### src/rtl/mem_interconnect.sv
// Round-robin interconnect letting NUM_MASTERS requesters share BRAM port A and an MMIO register bank.
// Reads return a fixed READ_LATENCY cycles after grant regardless of the decoded region.
module mem_interconnect #(
  parameter int unsigned       NUM_MASTERS  = 32'd2,
  parameter int unsigned       ADDR_W       = 32'd16,
  parameter int unsigned       DATA_W       = 32'd16,
  parameter logic [ADDR_W-1:0] RAM_LIMIT    = 16'h4000,
  parameter int unsigned       MMIO_REGS    = 32'd4,
  parameter int unsigned       READ_LATENCY = 32'd1
) (
  input  logic                          clk,
  input  logic                          rst,
  input  logic [NUM_MASTERS-1:0]        m_req,
  input  logic [NUM_MASTERS-1:0]        m_we,
  input  logic [NUM_MASTERS*ADDR_W-1:0] m_addr,
  input  logic [NUM_MASTERS*DATA_W-1:0] m_wdata,
  output logic [NUM_MASTERS-1:0]        m_gnt,
  output logic [NUM_MASTERS-1:0]        m_rvalid,
  output logic [DATA_W-1:0]             m_rdata,
  output logic [ADDR_W-1:0]             bram_addra,
  output logic [DATA_W-1:0]             bram_dina,
  output logic                          bram_wea,
  input  logic [DATA_W-1:0]             bram_douta,
  output logic [MMIO_REGS*DATA_W-1:0]   mmio_out,
  output logic [MMIO_REGS-1:0]          mmio_we,
  output logic                          bus_err
);

  localparam int unsigned ID_W    = (NUM_MASTERS > 32'd1) ? $clog2(NUM_MASTERS) : 32'd1;
  localparam int unsigned MI_W    = (MMIO_REGS > 32'd1) ? $clog2(MMIO_REGS) : 32'd1;
  localparam logic [ID_W:0] NUM_M_W = (ID_W+1)'(NUM_MASTERS);
  localparam logic [ID_W-1:0] LAST_ID = ID_W'(NUM_MASTERS - 32'd1);

  typedef enum logic [1:0] {
    REG_BRAM  = 2'd0,
    REG_MMIO  = 2'd1,
    REG_UNMAP = 2'd2
  } region_e;

  typedef struct packed {
    logic              valid;
    logic [ID_W-1:0]   id;
    logic              is_bram;
    logic [DATA_W-1:0] data;
  } rd_stage_t;

  logic [ID_W-1:0]   p_r;
  logic [ID_W-1:0]   win_id_s;
  logic [ID_W-1:0]   p_next_s;
  logic [ID_W:0]     cand_s;
  logic              win_found_s;
  logic              win_we_s;
  logic [ADDR_W-1:0] win_addr_s;
  logic [DATA_W-1:0] win_wdata_s;
  logic [ADDR_W-1:0] mmio_off_s;
  logic [MI_W-1:0]   mmio_idx_s;
  region_e           region_s;
  logic [ADDR_W-1:0] addr_hold_r;
  logic [DATA_W-1:0] din_hold_r;
  logic [DATA_W-1:0] mmio_r [MMIO_REGS];
  logic [MMIO_REGS-1:0] mmio_we_r;
  logic              bus_err_r;
  rd_stage_t         pipe_r [READ_LATENCY];
  rd_stage_t         rd_in_s;
  rd_stage_t         rd_out_s;

  // Round-robin search: first requester at or after the pointer, wrapping once
  always_comb begin
    win_found_s = 1'b0;
    win_id_s    = '0;
    cand_s      = '0;
    for (int unsigned k = 0; k < NUM_MASTERS; k++) begin
      cand_s = {1'b0, p_r} + (ID_W+1)'(k);
      if (cand_s >= NUM_M_W) begin
        cand_s = cand_s - NUM_M_W;
      end else begin
        cand_s = cand_s;
      end
      if (!win_found_s && m_req[cand_s[ID_W-1:0]]) begin
        win_found_s = 1'b1;
        win_id_s    = cand_s[ID_W-1:0];
      end else begin
        win_found_s = win_found_s;
      end
    end
  end

  // Winner's request fields, one-hot grant and next pointer value
  always_comb begin
    win_addr_s  = m_addr[win_id_s*ADDR_W +: ADDR_W];
    win_wdata_s = m_wdata[win_id_s*DATA_W +: DATA_W];
    win_we_s    = m_we[win_id_s];
    m_gnt       = '0;
    if (win_found_s) begin
      m_gnt[win_id_s] = 1'b1;
    end else begin
      m_gnt = '0;
    end
    if (win_id_s == LAST_ID) begin
      p_next_s = '0;
    end else begin
      p_next_s = win_id_s + ID_W'(32'd1);
    end
  end

  // Address decode of the granted request
  always_comb begin
    mmio_off_s = win_addr_s - RAM_LIMIT;
    mmio_idx_s = mmio_off_s[MI_W-1:0];
    if (win_addr_s < RAM_LIMIT) begin
      region_s = REG_BRAM;
    end else if (mmio_off_s < ADDR_W'(MMIO_REGS)) begin
      region_s = REG_MMIO;
    end else begin
      region_s = REG_UNMAP;
    end
  end

  // BRAM port A: live from the winner, otherwise the last accepted address/data
  always_comb begin
    if (win_found_s) begin
      bram_addra = win_addr_s;
      bram_dina  = win_wdata_s;
    end else begin
      bram_addra = addr_hold_r;
      bram_dina  = din_hold_r;
    end
    bram_wea = win_found_s & win_we_s & (region_s == REG_BRAM);
  end

  // Read-pipeline entry; MMIO data is captured now so every region sees the same latency
  always_comb begin
    rd_in_s.valid   = win_found_s & ~win_we_s;
    rd_in_s.id      = win_id_s;
    rd_in_s.is_bram = 1'b0;
    rd_in_s.data    = '0;
    case (region_s)
      REG_BRAM: rd_in_s.is_bram = 1'b1;
      REG_MMIO: rd_in_s.data    = mmio_r[mmio_idx_s];
      default:  rd_in_s.data    = '0;
    endcase
  end

  // Arbitration pointer and held BRAM address/data
  always_ff @(posedge clk or negedge rst) begin
    if (!rst) begin
      p_r         <= '0;
      addr_hold_r <= '0;
      din_hold_r  <= '0;
    end else if (win_found_s) begin
      p_r         <= p_next_s;
      addr_hold_r <= win_addr_s;
      din_hold_r  <= win_wdata_s;
    end
  end

  // MMIO registers, write strobes and the sticky bus error
  always_ff @(posedge clk or negedge rst) begin
    if (!rst) begin
      for (int unsigned k = 0; k < MMIO_REGS; k++) begin
        mmio_r[k] <= '0;
      end
      mmio_we_r <= '0;
      bus_err_r <= 1'b0;
    end else begin
      mmio_we_r <= '0;
      if (win_found_s && win_we_s && (region_s == REG_MMIO)) begin
        mmio_r[mmio_idx_s]    <= win_wdata_s;
        mmio_we_r[mmio_idx_s] <= 1'b1;
      end
      if (win_found_s && (region_s == REG_UNMAP)) begin
        bus_err_r <= 1'b1;
      end
    end
  end

  // Read return shift pipeline; reset drops anything in flight
  always_ff @(posedge clk or negedge rst) begin
    if (!rst) begin
      for (int unsigned i = 0; i < READ_LATENCY; i++) begin
        pipe_r[i] <= '0;
      end
    end else begin
      pipe_r[0] <= rd_in_s;
      for (int unsigned i = 1; i < READ_LATENCY; i++) begin
        pipe_r[i] <= pipe_r[i-1];
      end
    end
  end

  // Read return to the owning master
  always_comb begin
    rd_out_s = pipe_r[READ_LATENCY-1];
    m_rvalid = '0;
    if (rd_out_s.valid) begin
      m_rvalid[rd_out_s.id] = 1'b1;
    end else begin
      m_rvalid = '0;
    end
    m_rdata = rd_out_s.is_bram ? bram_douta : rd_out_s.data;
  end

  // Flatten MMIO registers onto the packed output
  always_comb begin
    mmio_out = '0;
    for (int unsigned k = 0; k < MMIO_REGS; k++) begin
      mmio_out[k*DATA_W +: DATA_W] = mmio_r[k];
    end
  end

  assign mmio_we = mmio_we_r;
  assign bus_err = bus_err_r;

endmodule

### config.mk
export PLATFORM = sky130hd
export DESIGN_NAME = mem_interconnect
export DESIGN_NICKNAME = d
export VERILOG_FILES = /design/src/rtl/mem_interconnect.sv
export SDC_FILE = /design/constraint.sdc
export NUM_CORES = 1
export LEC_CHECK = 0
export ABC_AREA = 0
export CAP_MARGIN = 30
export CORE_MARGIN = 2
export CORE_UTILIZATION = 40
export DETAILED_ROUTE_END_ITERATION = 6
export PLACE_DENSITY = 0.77
export SYNTH_ARGS = -nofsm -noshare
export SYNTH_HDL_FRONTEND = slang
export SYNTH_SLANG_ARGS = --single-unit
### constraint.sdc
create_clock -name clk -period 2.2 [get_ports clk]
set_clock_uncertainty 0.05 [all_clocks]
set_input_delay 0.44 -clock clk [delete_from_list [all_inputs] [get_ports clk]]
set_output_delay 0.44 -clock clk [all_outputs]
set_load 0.02 [all_outputs]
# Yosys cells after proc, flatten, opt, wreduce, memory -nomap -nowiden
# Index checks and enable logic that the tools add are counted.
[totals] ff_bits=121 elab_cells=86 inputBits=86 output_inout_bits=122
[op_classes] mux=35 shift=2 n_reduce_logical=10 n_lt_le_gt_ge=14 n_addsub=5 bitwise_logic=5 eq_ne=2
[op_table] cell="two-way mux 16 bit" count=7
[op_table] cell="bitwise mux 64 bit" count=1
[op_table] cell="indexed part select 32 x 6 -> 16 bit" count=2
[op_table] cell="binary-select mux 16 bit (select 2 bit)" count=1
[op_table] cell="demux 16 bit (select 2 bit)" count=1
[op_table] cell="two-way mux 1 bit" count=17
[op_table] cell="< comparator 16 x 15 -> 1 bit, second input constant" count=1
[op_table] cell="< comparator 16 x 3 -> 1 bit, second input constant" count=1
[op_table] cell="subtractor 16 x 15 -> 16 bit, second input constant" count=1
[op_table] cell="logical AND 1 bit" count=8
[op_table] cell="< comparator 1 x 2 -> 1 bit, second input constant" count=4
[op_table] cell="two-way mux 2 bit" count=4
[op_table] cell="two-way mux 4 bit" count=1
[op_table] cell="bitwise AND 1 bit" count=3
[op_table] cell=">= comparator 3 bit, second input constant" count=1
[op_table] cell="< comparator 2 x 3 -> 1 bit, second input constant" count=1
[op_table] cell="< comparator 3 x 1 -> 1 bit, second input constant" count=1
[op_table] cell="inverter 2 -> 3 bit" count=1
[op_table] cell="adder 1 x 1 -> 2 bit, second input constant" count=1
[op_table] cell="demux 1 bit (select 1 bit)" count=2
[op_table] cell="demux 1 bit (select 2 bit)" count=1
[op_table] cell="equality test 2 x 1 -> 1 bit, second input constant" count=1
[op_table] cell="equality test 2 bit, second input constant" count=1
[op_table] cell=">= comparator 1 bit, second input constant" count=2
[op_table] cell="8 further kinds" count=9

# Depth between registers and ports, before layout
# Gate-level depths: netlist of run 1.
[logic_depth] depth_word=16 depth_mapped=8 ltp_nobuf=6

# Worst setup path after synthesis of run 1
# OpenSTA, ideal clock, no wires.
[synth_timing] path_type="register to output" from="register p_r" to="output bram_addra[10]" required_ns=1.710 path_stages_with_launch=8 setup_slack_ns=-0.401 t_arrival_ns=2.111 n_path_buf=3 path_cell_list="dfrtp_1 -> nand2b_4 -> nand2_4 -> clkbuf_1 -> buf_2 -> buf_2 -> mux2i_1 -> o21ai_0"
[synth_via] elab_chain_cells=10 word_cells_on_any_way=19 classes_between="add/sub: 3; order compare: 2; shift: 1; mux: 11; reduce/logical: 2"
[synth_rtl] element="start, declared" line="47" rtl="logic [ID_W-1:0] p_r;"
[synth_rtl] element="start signal, assigned" line="151" rtl="p_r <= p_next_s;"
[synth_rtl] element=">= comparator 1 x 2 -> 1 bit / subtractor 1 bit (equally long branches)" line="74, 75"
[synth_rtl] element="two-way mux 1 bit" line="74" rtl="if (cand_s >= NUM_M_W) begin"
[synth_rtl] element="two-way mux 1 bit (not written as such) (2 in a row)" line="79" rtl="if (!win_found_s && m_req[cand_s[ID_W-1:0]]) begin"
[synth_rtl] element="two-way mux 1 bit" line="79"
[synth_rtl] element="zero test 1 bit" line="79"
[synth_rtl] element="logical AND 1 bit" line="79"
[synth_rtl] element="two-way mux 1 bit" line="79"
[synth_rtl] element="indexed part select 32 x 6 -> 16 bit" line="90" rtl="win_addr_s = m_addr[win_id_s*ADDR_W +: ADDR_W];"
[synth_rtl] element="two-way mux 16 bit (*)" line="121" rtl="if (win_found_s) begin"
[synth_rtl] element="end, declared" line="20" rtl="output logic [ADDR_W-1:0] bram_addra,"
# Mark *: on every way between the ends. The rest lies on a longest branch, timed or not. The select of a mux whose other input is x is not followed.

==> impl_metrics.json, run 1 <==
{
  "status": "finished, violations left",
  "violations": "negative setup slack",
  "final_cell_mix": "clkdlybuf4s50_1, dfrtp_1, mux2_4",
  "num_vias": 4607,
  "crit_path_end_kind": "output port",
  "min_path_type": "primary input to async pin",
  "core_sq_um": 13300,
  "die_h_um": 121,
  "mostFrequentLayoutCell": "clkdlybuf4s50_1",
  "grt.total_usage_pct": 26.4,
  "yosysSeqAreaShare_pct": 55.3,
  "pin_count": 208,
  "wl_um": 19300,
  "met1_length_um": 7520,
  "wl_met2_um": 10300,
  "setup_slack_ns": -0.234,
  "gp_congestion": 0.807,
  "crit_type": "register to output port",
  "die_w_um": 121,
  "vias_per_cell": 5.12,
  "crit_arrival_ns": 1.94,
  "syn_area_per_cell_sq_um": 13.4,
  "nets": 797,
  "grt_pass1_vias": 5033,
  "wl_met3_um": 1150,
  "fin_crit_sh_pct": 111,
  "synth_top_family_by_area": "multiplexers",
  "syn-cell-area_sq_um": 5480,
  "critical_path_required_ns": 1.71,
  "antenna_found_initial": 0,
  "setup_viol": 104,
  "final-hold-violation-count": 0,
  "placed_area_sq_um": 8300,
  "fmax_mhz": 411,
  "tritoncts": "done",
  "ys_ff_latch": 121,
  "synth-xor-area-share_pct": 0,
  "cts_buffers": 17,
  "clock-sinks": 121,
  "final_area_sq_um": 9970,
  "drc_errors": 0,
  "clockRootBuffer": "clkbuf_16",
  "synth-compound-area-share_pct": 2.03,
  "synth.mux.area_fraction_pct": 29.5,
  "drive_gt1_share_pct": 48.7,
  "period_minus_slack_ns": 2.43,
  "syn_inst": 409,
  "synthDistinctLibCells": 35,
  "fill_cells": 852,
  "syn_nets": 495,
  "p_leak_nw": 4.70,
  "dr.pass1.iters": 4,
  "path_clk_slew_ns": 0.06,
  "start_util_pct": 41.2,
  "report.final.slew_viol_count": 0,
  "synth_fa_ha_area_share_pct": 0,
  "routedWlPerCell_um": 21.5,
  "clkLatencyLatePin_ns": 0.41,
  "holdWs_ns": 0.311,
  "rows": 42,
  "crit_path_start_kind": "register",
  "relSlewSlack_pct": 75.0,
  "fin_util_pct": 75.0,
  "cts.path.max_buffers": 2,
  "post-place-ws_ns": -0.714,
  "drv_cap": 0,
  "htree_levels": 4,
  "dp_hpwl_um": 12100,
  "ant_nets": 0,
  "rsz0062_at_grt": "yes",
  "power_density_nw_per_um2": 628,
  "antenna_cells": 0,
  "cp_max_fo": 5,
  "grt-ovfl-total": 0,
  "yosys.area_share.simple_pct": 10.4,
  "ir_drop_v": 0.000587,
  "top_layer_used": "met4",
  "syn2layout_area_growth_pct": 82.1,
  "yosys_warnings": 0,
  "numPortBuffers": 207,
  "timing_worst_slew_pin_value_ns": 0.375,
  "grt_max_degree": 68,
  "drtIter0Drc": 252,
  "fp.dieArea_sq_um": 14600,
  "grt_first_pass_wirelength_um": 28800
}
## metal layers
layer	GRT usage, %	up-vias
met5	0	-
met4	7.70	0
met3	7.00	25
met2	46.2	156
met1	32.0	2374
li1	-	2052
## per-stage QoR
stage,instances,power [mW],TNS [ns]
floorplan,409,2.79,-0.175
global placement,829,3.38,-74.62
detailed placement,829,3.41,-74.73
CTS,893,6.19,-14.20
global route,899,6.49,-18.66
finish,899,6.27,-13.74
## worst paths after layout
| path | start | end | slack, ns | cells after the start |
|---|---|---|---|---|
| worst max-delay path | p_r$_DFFE_PN0N_ | bram_wea | -0.23 | 8 |
| min in group clk | m_addr[4] | addr_hold_r[4]$_DFF_PN0_ | 0.41 | 3 |
| worst max register to register | p_r$_DFFE_PN0N_ | mmio_out[14]$_DFFE_PN0P_ | -0.22 | 10 |
| worst min-delay path | rst | din_hold_r[0]$_DFF_PN0_ | 0.31 | 2 |
| worst min register to register | addr_hold_r[13]$_DFF_PN0_ | addr_hold_r[13]$_DFF_PN0_ | 0.41 | 2 |
| max in group asynchronous | rst | mmio_out[9]$_DFFE_PN0P_ | 1.23 | 3 |
## layout make-up
cell class,instances,area [sq um],share of cell area [%]
clock buffer,21,480,4.82
clock inverter,10,92.6,0.928
inverter,6,25.0,0.251
multi-input combinational,258,2920,29.3
sequential,121,3030,30.4
tap,176,220,2.21
timing repair buffer,307,3210,32.2
## worst max-delay path: stages, from the launching register on
cell      delay, ns
dfrtp_1        0.39
nand2b_4       0.17
nand2_8        0.11
buf_4          0.13
inv_4          0.03
or3_1          0.31
o31a_1         0.14
nor2_1         0.10
buf_4          0.15
## kinds of logic (layout without fill, tap and decap cells)
group                  Yosys count  in the layout
muxes                          129            129
DFF                            121            121
and+or+nand+nor                110            110
buffers and inverters           30            344
AOI/OAI and AO/OA               19             19
## registers in the layout, summed over array words and instances, names as in the netlist
name / count
mmio_we: 4
mmio_out: 64
din_hold_r: 16
p_r: 1
bus_err: 1
addr_hold_r: 16
pipe_r: 19
## where the power goes
part	internal [mW]	total [mW]	switching, mW
Combinational	0.674	1.28	0.605
Clock	1.66	2.66	1.00
Sequential	2.30	2.33	0.0233
Total	4.64	6.27	1.63
## cells in the mapped netlist
| master | number | area share, % |
|---|---|---|
| dfrtp_1 | 121 | 55 |
| nand2b_4 | 1 | 0.25 |
| buf_6 | 3 | 0.62 |
| nor4_1 | 4 | 0.46 |
| a21o_1 | 1 | 0.14 |
| nand4_1 | 2 | 0.23 |
| nor4b_1 | 2 | 0.32 |
| and4bb_2 | 1 | 0.23 |
| o21ai_0 | 14 | 1.3 |
| nand2_4 | 1 | 0.21 |
| clkbuf_1 | 12 | 0.82 |
| o31a_1 | 1 | 0.16 |
| nor2b_1 | 1 | 0.11 |
| nand4b_4 | 1 | 0.43 |
| o21ai_2 | 1 | 0.16 |
| buf_2 | 7 | 0.64 |
| and2_1 | 17 | 1.9 |
| nor4bb_1 | 1 | 0.18 |
| mux2_2 | 97 | 20 |
| nor3_1 | 1 | 0.091 |
| buf_4 | 2 | 0.27 |
| or3_1 | 1 | 0.11 |
| a21boi_0 | 1 | 0.14 |
| nand2_1 | 14 | 0.96 |
| nor2_1 | 59 | 4.0 |
| inv_2 | 1 | 0.068 |
| and3_1 | 1 | 0.11 |
| and2b_1 | 1 | 0.14 |
| nor4b_4 | 1 | 0.43 |
| inv_1 | 5 | 0.34 |
| mux4_2 | 16 | 6.6 |
| a31o_2 | 1 | 0.16 |
| or2_2 | 1 | 0.11 |
| mux2i_1 | 15 | 2.7 |
| mux2_4 | 1 | 0.27 |
## timing repair
action / 4_1_cts / 5_1_grt
setup buffers: 27 / 8
endpoints found under the setup margin: 131 / 117
pin swaps: 32 / 25
gates resized for setup: 331 / 92
hold buffers: 1 / 0
cloned: 6 / 1
hold endpoints to repair: 2 / 0
(Power assumes the default switching activity.)
==> inputs of run 2 (changes only) <==
--- a/config.mk
+++ b/config.mk
@@ -7,7 +7,7 @@
 export LEC_CHECK = 0
 export ABC_AREA = 0
 export CAP_MARGIN = 30
-export CORE_MARGIN = 2
+export CORE_MARGIN = 1
 export CORE_UTILIZATION = 40
 export DETAILED_ROUTE_END_ITERATION = 6
 export PLACE_DENSITY = 0.77
==> constraint.sdc (replaced) <==
create_clock -name clk -period 2.2 [get_ports clk]
set_clock_uncertainty 0.05 [all_clocks]
set_input_delay 0.44 -clock clk [delete_from_list [all_inputs] [get_ports clk]]
set_output_delay 0.44 -clock clk [all_outputs]
set_load 0.01 [all_outputs]
==> impl_metrics.json, run 2 (synthesized netlist as in run 1, its figures left out) <==
{
  "status": "finished, violations left",
  "violations": "negative setup slack",
  "placed_area_sq_um": 8360,
  "relSlewSlack_pct": 55.6,
  "report.final.slew_viol_count": 0,
  "crit_type": "register to output port",
  "drtIter0Drc": 185,
  "die_h_um": 119,
  "grt_max_degree": 122,
  "grt_first_pass_wirelength_um": 29100,
  "crit_path_start_kind": "register",
  "gp_congestion": 0.924,
  "cp_max_fo": 6,
  "crit_path_end_kind": "output port",
  "rsz0062_at_grt": "yes",
  "rows": 42,
  "timing_worst_slew_pin_value_ns": 0.665,
  "syn2layout_area_growth_pct": 86.3,
  "grt.total_usage_pct": 27.7,
  "fill_cells": 795,
  "cts_buffers": 17,
  "p_total_mw": 6.77,
  "fin_crit_sh_pct": 109,
  "drive_gt1_share_pct": 50.3,
  "setup_slack_ns": -0.208,
  "htree_levels": 4,
  "clockRootBuffer": "clkbuf_16",
  "routedWlPerCell_um": 21.1,
  "ir_drop_v": 0.000615,
  "dr.pass1.iters": 4,
  "multi_input_area_sq_um": 2940,
  "p_leak_nw": 4.86,
  "numPortBuffers": 207,
  "crit_arrival_ns": 1.92,
  "largest_reg_flops": 64,
  "critical_path_required_ns": 1.71,
  "mostFrequentLayoutCell": "clkdlybuf4s50_1",
  "drv_cap": 0,
  "power_density_nw_per_um2": 663,
  "antenna_cells": 0,
  "dp_hpwl_um": 11800,
  "start_util_pct": 41.2,
  "cts.path.max_buffers": 2,
  "final_cell_mix": "clkdlybuf4s50_1, dfrtp_1, mux2_4, buf_4",
  "final-hold-violation-count": 0,
  "period_minus_slack_ns": 2.41,
  "register_area_sq_um": 3030,
  "fmax_mhz": 415,
  "min_path_type": "primary input to async pin",
  "holdWs_ns": 0.0432,
  "die_w_um": 119,
  "post-place-ws_ns": -0.696,
  "clock-sinks": 121,
  "drc_errors": 0,
  "grt_pass1_vias": 5216,
  "pin_count": 208,
  "holdBufCountCts": 0,
  "fin_util_pct": 76.7,
  "ant_nets": 0,
  "fp.dieArea_sq_um": 14200,
  "nets": 830,
  "num_vias": 4771,
  "wl_um": 19700,
  "vias_per_cell": 5.12,
  "path_clk_slew_ns": 0.05,
  "final_area_sq_um": 10200,
  "clkLatencyLatePin_ns": 0.42,
  "core_sq_um": 13300,
  "antenna_found_initial": 0,
  "tritoncts": "done",
  "setup_viol": 113,
  "grt-ovfl-total": 0
}
-- run 2: cell count changes in the layout (fill, tap and decap cells not counted), moves of 5 or more --
| cell | previous run | this run |
|---|---|---|
| buf_2 | 4 | 33 |
| bufinv_16 | 1 | 6 |
| mux2_4 | 66 | 81 |
| clkdlybuf4s15_1 | 0 | 7 |
| clkdlybuf4s50_1 | 131 | 147 |
| nor2_1 | 38 | 33 |
| buf_4 | 65 | 81 |
| mux2_2 | 32 | 17 |
| dlygate4sd2_1 | 32 | 12 |
| buf_6 | 34 | 29 |
-- run 2: final cells by class --
| class | instances | share of cell area [%] |
|---|---|---|
| Clock buffer | 23 | 4.68 |
| Clock inverter | 8 | 1.86 |
| Inverter | 6 | 0.221 |
| Multi-Input combinational cell | 258 | 28.8 |
| Sequential cell | 121 | 29.7 |
| Tap cell | 176 | 2.16 |
| Timing Repair Buffer | 340 | 32.6 |
-- run 2: timing repair --
item,CTS,global route
cloned,5,1
resized for setup,286,98
setup buffers,53,8
pin swaps,31,23
setup endpoints to repair,127,128
-- run 2: metrics by stage --
stage	cells	setup TNS (ns)
after floorplan	409	-0.175
after detailed placement	840	-68.03
final	932	-14.30
after global placement	840	-65.79
after global routing	932	-21.46
after CTS	929	-13.02
-- run 2: worst max-delay path: stages (launching register included) --
cell and delay (ns):
dfrtp_1 0.37, nand2b_4 0.17, nand2_8 0.12, buf_6 0.11, inv_2 0.04, buf_6 0.13
mux2i_1 0.12, o21ai_1 0.25, buf_4 0.18
-- run 2: path summary, 6_finish.rpt --
check                                                end           startpoint  cells past startpoint  slack [ns]
worst max-delay path                      bram_addra[15]      p_r$_DFFE_PN0N_                      8       -0.21
worst min-delay path            mmio_out[32]$_DFFE_PN0P_                  rst                      2        0.04
worst max register to register   mmio_out[0]$_DFFE_PN0P_      p_r$_DFFE_PN0N_                      9       -0.19
worst min register to register       bus_err$_DFFE_PN0P_  bus_err$_DFFE_PN0P_                      1        0.44
max in group asynchronous           pipe_r[16]$_DFF_PN0_                  rst                      2        1.49
min in group clk                     bus_err$_DFFE_PN0P_  bus_err$_DFFE_PN0P_                      1        0.44
-- run 2: power breakdown --
group	switching, mW	internal, mW
registers	0.0255	2.30
logic	0.556	0.712
clock network	0.967	2.20
-- run 2: layer usage --
layer	track usage (%)	up-vias	wire [um]
met5	0	-	0
met4	11.1	0	456
met3	7.42	41	997
met2	49.3	179	10500
met1	31.2	2441	7700
li1	-	2110	-
==> inputs of run 3 (changes only) <==
--- a/config.mk
+++ b/config.mk
@@ -5,10 +5,11 @@
 export SDC_FILE = /design/constraint.sdc
 export NUM_CORES = 1
 export LEC_CHECK = 0
-export ABC_AREA = 0
+export ABC_AREA = 1
 export CAP_MARGIN = 30
 export CORE_MARGIN = 1
-export CORE_UTILIZATION = 40
+export CORE_UTILIZATION = 41
+export CTS_CLUSTER_DIAMETER = 30
 export DETAILED_ROUTE_END_ITERATION = 6
 export PLACE_DENSITY = 0.77
 export SYNTH_ARGS = -nofsm -noshare
==> impl_metrics.json, run 3 <==
{
  "grt_first_pass_wirelength_um": 30200,
  "path_clk_slew_ns": 0.06,
  "drtIter0Drc": 694,
  "gp_congestion": 0.843,
  "dp_hpwl_um": 13700,
  "nets": 1108,
  "violations": "negative setup slack",
  "die_w_um": 122,
  "cts.path.max_buffers": 2,
  "fin_util_pct": 72.3,
  "r2r_start": "p_r$_DFFE_PN0N_",
  "start_util_pct": 42.5,
  "yosysMostFrequentCell": "nand2_1",
  "drive_gt1_share_pct": 27.1,
  "setup_viol": 5,
  "grt-ovfl-total": 0,
  "power_density_nw_per_um2": 670,
  "fmax_mhz": 450,
  "report.final.slew_viol_count": 0,
  "synth_top_area_share_pct": 51.0,
  "crit_start": "p_r$_DFFE_PN0N_",
  "core_sq_um": 14000,
  "timing_worst_slew_pin_value_ns": 0.444,
  "drv_cap": 0,
  "syn_inst": 707,
  "clkLatencyLatePin_ns": 0.42,
  "synthDistinctLibCells": 33,
  "syn2layout_area_growth_pct": 70.4,
  "fp.dieArea_sq_um": 15000,
  "htree_levels": 4,
  "crit_type": "register to output port",
  "synth_edf_count": 0,
  "final_area_sq_um": 10100,
  "ff2ff_path_depth": 15,
  "largest_reg_flops": 64,
  "clock-sinks": 121,
  "grt_pass1_vias": 5954,
  "yosys_warnings": 0,
  "placed_area_sq_um": 9040,
  "rows": 43,
  "mostFrequentLayoutCell": "nand2_1",
  "clockRootBuffer": "clkbuf_16",
  "yosysSeqAreaShare_pct": 51.0,
  "tritoncts": "done",
  "synthFlopType": "dfrtp_1",
  "fin_crit_sh_pct": 101,
  "die_h_um": 122,
  "final-hold-violation-count": 0,
  "wl_um": 20900,
  "synth_common_cells": "nand2_1, dfrtp_1, nand4_1",
  "antenna_cells": 0,
  "setup_slack_ns": -0.0205,
  "final_cell_mix": "nand2_1, clkdlybuf4s50_1, dfrtp_1",
  "period_minus_slack_ns": 2.22,
  "critical_path_required_ns": 1.71,
  "rsz0062_at_grt": "yes",
  "dr.pass1.iters": 6,
  "synth_area_leaders": "dfrtp_1, nand2_1, nand4_1",
  "grt.total_usage_pct": 26.5,
  "ant_nets": 0,
  "syn_nets": 793,
  "status": "finished, violations left",
  "yosys.area.top_type": "dfrtp_1",
  "grt_max_degree": 48,
  "pin_count": 208,
  "cts_buffers": 17,
  "async_reset_ff_share_pct": 100,
  "cp_max_fo": 6,
  "num_vias": 6440,
  "drc_errors": 0,
  "ir_drop_v": 0.000557,
  "syn-cell-area_sq_um": 5940,
  "crit_path_end_kind": "output port",
  "fill_cells": 1010,
  "vias_per_cell": 5.30,
  "antenna_found_initial": 0,
  "p_leak_nw": 4.84,
  "min_path_type": "primary input to async pin",
  "relSlewSlack_pct": 70.4,
  "numPortBuffers": 207,
  "routedWlPerCell_um": 17.2,
  "crit_path_start_kind": "register",
  "crit_arrival_ns": 1.73,
  "ys_ff_latch": 121,
  "syn_area_per_cell_sq_um": 8.40
}
## run 3: changes by cell type after synthesis, moves of 17 or more
cell	change
nand2_1	+206
a21oi_1	+48
and2_1	-17
nand4_1	+62
mux2_2	-81
a31oi_1	+21
inv_1	+51
## run 3: cell families (layout without fill, tap and decap cells)
logic type             Yosys count  in the layout  synth area share, %
muxes                           16             16                 3.03
buffers and inverters          105            424                 8.68
AOI/OAI and AO/OA               86             86                 7.80
and+or+nand+nor                379            388                 29.5
DFF                            121            121                 51.0
## run 3: power by group
part           switching [mW]  total (mW)  internal, mW
registers              0.0257        2.33          2.31
clock network            1.05        3.10          2.05
logic                   0.681        1.35         0.665
## run 3: layout make-up
type	count	area, sq um	share of cell area, %
Clock buffer	23	498	4.92
Clock inverter	9	161	1.60
Inverter	61	239	2.36
Multi-Input combinational cell	490	2730	26.9
Sequential cell	121	3030	29.9
Tap cell	180	225	2.23
Timing Repair Buffer	331	3240	32.0
## run 3: metrics by stage
stage | worst slack, ns | power [mW] | cells | TNS (ns) | hold slack (ns)
3_3_place_gp | -0.591 | 3.61 | 1147 | -63.70 | 0.218
5_1_grt | -0.127 | 7.01 | 1215 | -3.30 | 0.336
6_report | -0.0205 | 6.78 | 1215 | -0.0530 | 0.339
4_1_cts | -0.0841 | 6.67 | 1189 | -0.107 | 0.330
3_5_place_dp | -0.647 | 3.62 | 1147 | -67.98 | 0.218
2_1_floorplan | 0.0408 | 2.84 | 707 | 0 | 0.0944
## run 3: critical path, stage by stage, from the launching register on
cell	delay, ns
dfrtp_1	0.37
inv_2	0.08
nand2_4	0.11
nand2_8	0.13
inv_8	0.05
or2_2	0.28
o21ai_2	0.08
nor4_1	0.06
buf_2	0.15
## run 3: timing repair
item / 4_1_cts / 5_1_grt
setup endpoints to repair: 135 / 96
setup buffers: 8 / 13
hold endpoints to repair: 4 / 0
gates resized for setup: 156 / 60
gates cloned: 1 / 13
hold buffers: 1 / 0
pin swaps: 12 / 17
## run 3: path summary, 6_finish.rpt
| path | slack, ns | end |
|---|---|---|
| min in group clk | 0.42 | addr_hold_r[13]$_DFF_PN0_ |
| max in group asynchronous | 1.11 | mmio_out[31]$_DFFE_PN0P_ |
| max | -0.02 | bram_wea |
| min | 0.34 | pipe_r[7]$_DFF_PN0_ |
| min reg2reg | 0.42 | addr_hold_r[13]$_DFF_PN0_ |
| max reg2reg | 0.01 | mmio_out[13]$_DFFE_PN0P_ |
## run 3: per-layer routing
| layer | vias up | wire length, um | global-route usage (%) |
|---|---|---|---|
| li1 | 2984 | - | - |
| met5 | - | 0 | 0 |
| met3 | 58 | 1490 | 5.62 |
| met4 | 0 | 654 | 11.1 |
| met1 | 3086 | 8300 | 34.6 |
| met2 | 312 | 10500 | 42.7 |
